[src/rtl/if_stage_ifid.sv]
// Instruction fetch stage and IF/ID pipeline register with a 1-entry hold buffer.
// Optional perf counters (stall/flush/wait) enabled by defining IFID_PERF_CNT_EN.
module if_stage_ifid #(
  parameter logic [31:0] RESET_PC  = 32'h0000_0000,
  parameter logic [31:0] NOP_INSTR = 32'h0000_0013,
  parameter int          PERF_W    = 32
) (
  input  logic              clk_i,
  input  logic              rst_i,
  input  logic              PCWrite_i,
  input  logic              IFIDStall_i,
  input  logic              IFIDFlush_i,
  input  logic [31:0]       branch_target_i,
  output logic              imem_req_o,
  output logic [31:0]       imem_addr_o,
  input  logic              imem_ready_i,
  input  logic [31:0]       imem_rdata_i,
  output logic [31:0]       pc_IFID_o,
  output logic [31:0]       instr_IFID_o,
  output logic              valid_IFID_o,
`ifdef IFID_PERF_CNT_EN
  output logic [PERF_W-1:0] stall_cnt_o,
  output logic [PERF_W-1:0] flush_cnt_o,
  output logic [PERF_W-1:0] wait_cnt_o,
`endif
  output logic              fetch_busy_o
);

  typedef enum logic [1:0] {
    BOOT  = 2'd0,
    FETCH = 2'd1,
    HOLD  = 2'd2
  } state_t;

  state_t      state;
  logic [31:0] pc;
  logic [31:0] hold_pc;
  logic [31:0] hold_instr;
  logic        advance;
  logic        xfer;

  assign advance      = PCWrite_i & ~IFIDStall_i;
  assign imem_req_o   = (state == FETCH);
  assign imem_addr_o  = pc;
  assign xfer         = imem_req_o & imem_ready_i;
  assign fetch_busy_o = imem_req_o & ~imem_ready_i;

  always_ff @(posedge clk_i) begin
    if (rst_i) begin
      state        <= BOOT;
      pc           <= RESET_PC;
      hold_pc      <= RESET_PC;
      hold_instr   <= NOP_INSTR;
      pc_IFID_o    <= RESET_PC;
      instr_IFID_o <= NOP_INSTR;
      valid_IFID_o <= 1'b0;
    end else if (IFIDFlush_i) begin
      // Redirect wins; any beat arriving this cycle belongs to the wrong path.
      state        <= FETCH;
      pc           <= branch_target_i;
      pc_IFID_o    <= branch_target_i;
      instr_IFID_o <= NOP_INSTR;
      valid_IFID_o <= 1'b0;
    end else begin
      unique case (state)
        BOOT: state <= FETCH;
        FETCH: begin
          if (xfer && advance) begin
            pc_IFID_o    <= pc;
            instr_IFID_o <= imem_rdata_i;
            valid_IFID_o <= 1'b1;
            pc           <= pc + 32'd4;
          end else if (xfer) begin
            hold_pc    <= pc;
            hold_instr <= imem_rdata_i;
            state      <= HOLD;
          end else if (!IFIDStall_i) begin
            pc_IFID_o    <= pc;
            instr_IFID_o <= NOP_INSTR;
            valid_IFID_o <= 1'b0;
          end
        end
        HOLD: begin
          if (advance) begin
            pc_IFID_o    <= hold_pc;
            instr_IFID_o <= hold_instr;
            valid_IFID_o <= 1'b1;
            pc           <= pc + 32'd4;
            state        <= FETCH;
          end
        end
        default: state <= BOOT;
      endcase
    end
  end

`ifdef IFID_PERF_CNT_EN
  always_ff @(posedge clk_i) begin
    if (rst_i) begin
      stall_cnt_o <= '0;
      flush_cnt_o <= '0;
      wait_cnt_o  <= '0;
    end else begin
      if (IFIDStall_i && !IFIDFlush_i && stall_cnt_o != '1)
        stall_cnt_o <= stall_cnt_o + 1'b1;
      if (IFIDFlush_i && flush_cnt_o != '1)
        flush_cnt_o <= flush_cnt_o + 1'b1;
      if (fetch_busy_o && wait_cnt_o != '1)
        wait_cnt_o <= wait_cnt_o + 1'b1;
    end
  end
`endif

endmodule

[config.mk]
export PLATFORM = sky130hd
export DESIGN_NAME = if_stage_ifid
export DESIGN_NICKNAME = d
export VERILOG_FILES = /design/src/rtl/if_stage_ifid.sv
export SDC_FILE = /design/constraint.sdc
export NUM_CORES = 1
export LEC_CHECK = 0
export CAP_MARGIN = 20
export CORE_MARGIN = 5
export CORE_UTILIZATION = 51
export DETAILED_ROUTE_END_ITERATION = 8
export PLACE_DENSITY_LB_ADDON = 0.15
export SLEW_MARGIN = 20
export SYNTH_ARGS = -nofsm -noshare
export SYNTH_HDL_FRONTEND = slang
export SYNTH_SLANG_ARGS = --single-unit
[constraint.sdc]
create_clock -name clk_i -period 5.13 [get_ports clk_i]
set_clock_uncertainty 0.2 [all_clocks]
set_input_delay 0.513 -clock clk_i [delete_from_list [all_inputs] [get_ports clk_i]]
set_output_delay 0.513 -clock clk_i [all_outputs]
set_load 0.02 [all_outputs]
==> summary.txt <==
Place
  – IO Port Bufs: 168
  – HPWL Detailed: 14790 um
  – Cell Count Post-Placement: 1265
  – Post-place setup slack: 1.922 ns
  – Dpl cell area: 9686 um^2
  – RD Place Congestion: 0.8617

Timing
  – Setup TNS: 0 ns
  – Final hold vios: 0
  – Worst Tran Pin Value: 1.047 ns
  – Slew headroom: 30.21%
  – Setup violators final: 0
  – Setup ws final: between 1.5 and 2 ns
  – Final Cycle Share: 61.22%
  – Final min period: 3.141 ns
  – WHS: 0.2500 ns
  – Max Fclk: around 320 MHz
  – Slew Limit Fails: 0
  – RSZ-0062 raised after global routing: false

CTS
  – Total CTS buffers: 17
  – H-tree levels: 4
  – Clock Pin Slew Worst Setup and Hold Paths: 0.06 ns
  – CTS tree: built
  – Hold-fix buffers at CTS: 0
  – Clock latency on the worst-skew pair: 0.42 ns
  – Postcts setup bufs: 0
  – Root buf cell: clkbuf_16
  – Largest buffer count on any clock path: 2
  – # resized after CTS: 0
  – CTS sink cnt: 163

Detailed routing
  – Drt first pass iters: 5
  – # DRC: 0
  – Final WL: 22720 um
  – Antenna Nets Post-Route: 0
  – Initial DRC Count: 579
  – Detail-routed net length per standard cell: 17.52 um
  – Via density: between 5 and 6
  – Vias post-DR: 7496

Critical path
  – Critical path fanouts, max: 67
  – Flop2flop setup slack: around 2 ns
  – RR Endpoint: imem_addr_o[18]$_SDFFE_PP0P_
  – CP endpoint kind: flop
  – Worst Path Required: around 5.3 ns
  – FF-to-FF path depth: 6
  – Critical path class: flop to flop
  – RR Startpoint: state[0]$_SDFFE_PP0P_
  – CP Data Arrival Time: 3.31 ns
  – CP Launch Type: flop

Power and ir drop
  – Pint: 2.195 mW
  – PD cells: just under 300 nW/um^2
  – Total power: 3.025 mW
  – NetSw: between 800 and 900 uW
  – Power share of the clock group: 39.2%
  – Comb power frac: 15.6%
  – Seq pwr share: 45.2%
  – Leak Pwr: about 3.5 nW
  – Worst IR Drop VDD: 0.0002256 V
  – Switching Share: between 20% and 30%

Floorplan
  – Core Rows: 45
  – DIE AREA: 18240 um^2
  – Die width: 135.0 um
  – I/O pin total: 169
  – Die height: 135.0 um
  – Starting density of the core: between 50% and 60%
  – Core area: approximately 15000 um^2

GRT
  – Number of global-route vias before repair: 7169
  – Remaining global-route overflow: 0
  – Pin count of the biggest net entering global routing: 70
  – First-pass GRT wire length: approximately 37000 um
  – GR Util All Layers: 24.67%
  – Antenna violations before repair: 0

Yosys
  – Post-synthesis compound-gate area fraction: 20.48%
  – Simple logic cell fraction of the synthesized area: 18.61%
  – Dominant cell type by area after synthesis: dfxtp_1
  – Synthesized cell area: 7974 um^2
  – Adder-cell area share of the yosys netlist: 0.9415%
  – Syn_area_per_cell: around 8.3 um^2
  – Synth Area in XOR/XNOR: 0.8787%
  – Mux share of post-synthesis cell area: 12.69%
  – Largest family of logic cells by synthesized area: compound AO/OA/AOI/OAI gates
  – Yosys cell types: 61
  – Post-synth EDFFs: 0
  – Main synth FF type: dfxtp_1
  – Area contributors post-synth: dfxtp_1 (41%), nand2_1 (8.5%), mux2i_1 (8.0%), a21oi_1 (7.9%), mux2_2 (4.7%)
  – Yosys reg bits: 163
  – Synth top area share: 40.92%
  – Cells after synthesis: a little under 1000
  – Async SR Flop Fraction: 0%
  – Ys Warns: 0
  – Post-Syn Nets: 1040
  – Sequential-to-total area share from yosys stat: 40.92%

Status
  – Status: finished, final reports clean

Final layout
  – Area Growth Syn to Fin: 28.26%
  – Fin nets: 1149
  – Final Util: around 67%
  – Fillers: ~1300
  – Final Cell Area: a little over 10000 um^2
  – Ratio of cells with drive above 1 in the final layout: 7.919%
  – Antenna Cells: 0
  – Fin cells: 1297

Hold path
  – Min-delay src: pc_IFID_o[16]$_SDFFE_PP0P_
  – Hold Crit Depth: 2
  – Hold Crit Endpoint: pc_IFID_o[16]$_SDFFE_PP0P_
  – Tightest Hold Check Type: flop to flop

Flow run
  – Max cap viols: 0
## power by group through the flow
| stage | clock, mW | sequential, mW | combinational, mW |
|---|---|---|---|
| global placement | 0 | 1.39 | 0.465 |
| finish | 1.19 | 1.37 | 0.473 |
| global route | 1.24 | 1.37 | 0.511 |
| floorplan | 0 | 1.42 | 0.243 |
| detailed placement | 0 | 1.39 | 0.470 |
| CTS | 1.20 | 1.36 | 0.474 |
## worst max-delay path by stage
stage	endpoint	slack, ns	startpoint
final	imem_addr_o[18]$_SDFFE_PP0P_	1.99	state[0]$_SDFFE_PP0P_
after detailed placement	hold_instr[1]$_SDFFE_PP1P_	1.92	IFIDStall_i
after global routing	imem_addr_o[18]$_SDFFE_PP0P_	1.75	state[0]$_SDFFE_PP0P_
after CTS	instr_IFID_o[0]$_SDFFE_PP1P_	2.02	state[0]$_SDFFE_PP0P_
after floorplan	imem_addr_o[17]$_SDFFE_PP0P_	2.70	state[1]$_SDFFE_PP0P_
after global placement	hold_instr[4]$_SDFFE_PP1P_	2.01	IFIDStall_i
## flip-flops by register name, indices dropped and copies added (netlist names)
register and flops:
state 2, pc_IFID_o 32, imem_addr_o 32, valid_IFID_o 1
hold_instr 32, hold_pc 32, instr_IFID_o 32
## cells in the mapped netlist, types with 3 or more instances
cell type	instances
buf_1	7
o31a_1	8
a21oi_1	126
ha_1	6
nand4_1	11
mux2i_1	64
buf_2	13
a2111oi_0	3
dfxtp_1	163
and3_1	6
nand2b_1	9
or3_1	4
nor2b_1	4
o21a_1	6
nand3_1	23
mux2_2	33
a211oi_1	4
nand4b_1	3
nor2_1	31
inv_1	22
o31ai_1	4
o21ai_0	50
a211o_1	6
o2111ai_1	29
nor4_1	12
nand2_1	181
and4_1	7
nor3_1	9
clkbuf_1	68
xnor2_1	6
o311a_1	5
## cell usage in the layout, fill, tap and decap left out, types with 12 or more instances in the layout
cell type and count:
nand2_1 180, clkbuf_16 17, o21ai_0 50, o2111ai_1 29
dfxtp_1 163, clkdlybuf4s50_1 166, nand3_1 22, a21oi_1 126
mux2i_1 64, nor2_1 31, nor4_1 12, buf_4 12
inv_1 21, mux2_2 33
## layout make-up
class	count	area, um^2	share of cell area [%]
well taps	211	264.0	2.581
clock inverters	10	85.08	0.8319
repair buffers	179	1757	17.18
multi-input cells	690	4322	42.26
flip-flops and latches	163	3263	31.91
clock buffers	22	454.2	4.441
inverters	22	82.58	0.8074
## routing by layer
layer	global-route usage, %	part of all wire [%]
met5	0	0
met4	7.503	1.6
met3	5.551	6.7
met2	37.85	45
met1	34.77	46
## critical path: stages (launching register included)
cell and delay, ns:
dfxtp_1 0.34, inv_1 0.13, ha_4 0.70, mux2i_1 0.38
nor4_1 0.81, nor4b_1 0.31, o311a_1 0.19
## cell families (layout without fill, tap and decap cells)
logic type / count (synthesis) / after routing
AOI/OAI and AO/OA: 263 / 263
xor gates and xnor gates: 8 / 8
adders and majority gates: 6 / 6
buffers and inverters: 111 / 233
DFF: 163 / 163
muxes: 97 / 97
and+or+nand+nor: 316 / 316
Power figures use the tool's default switching activity.
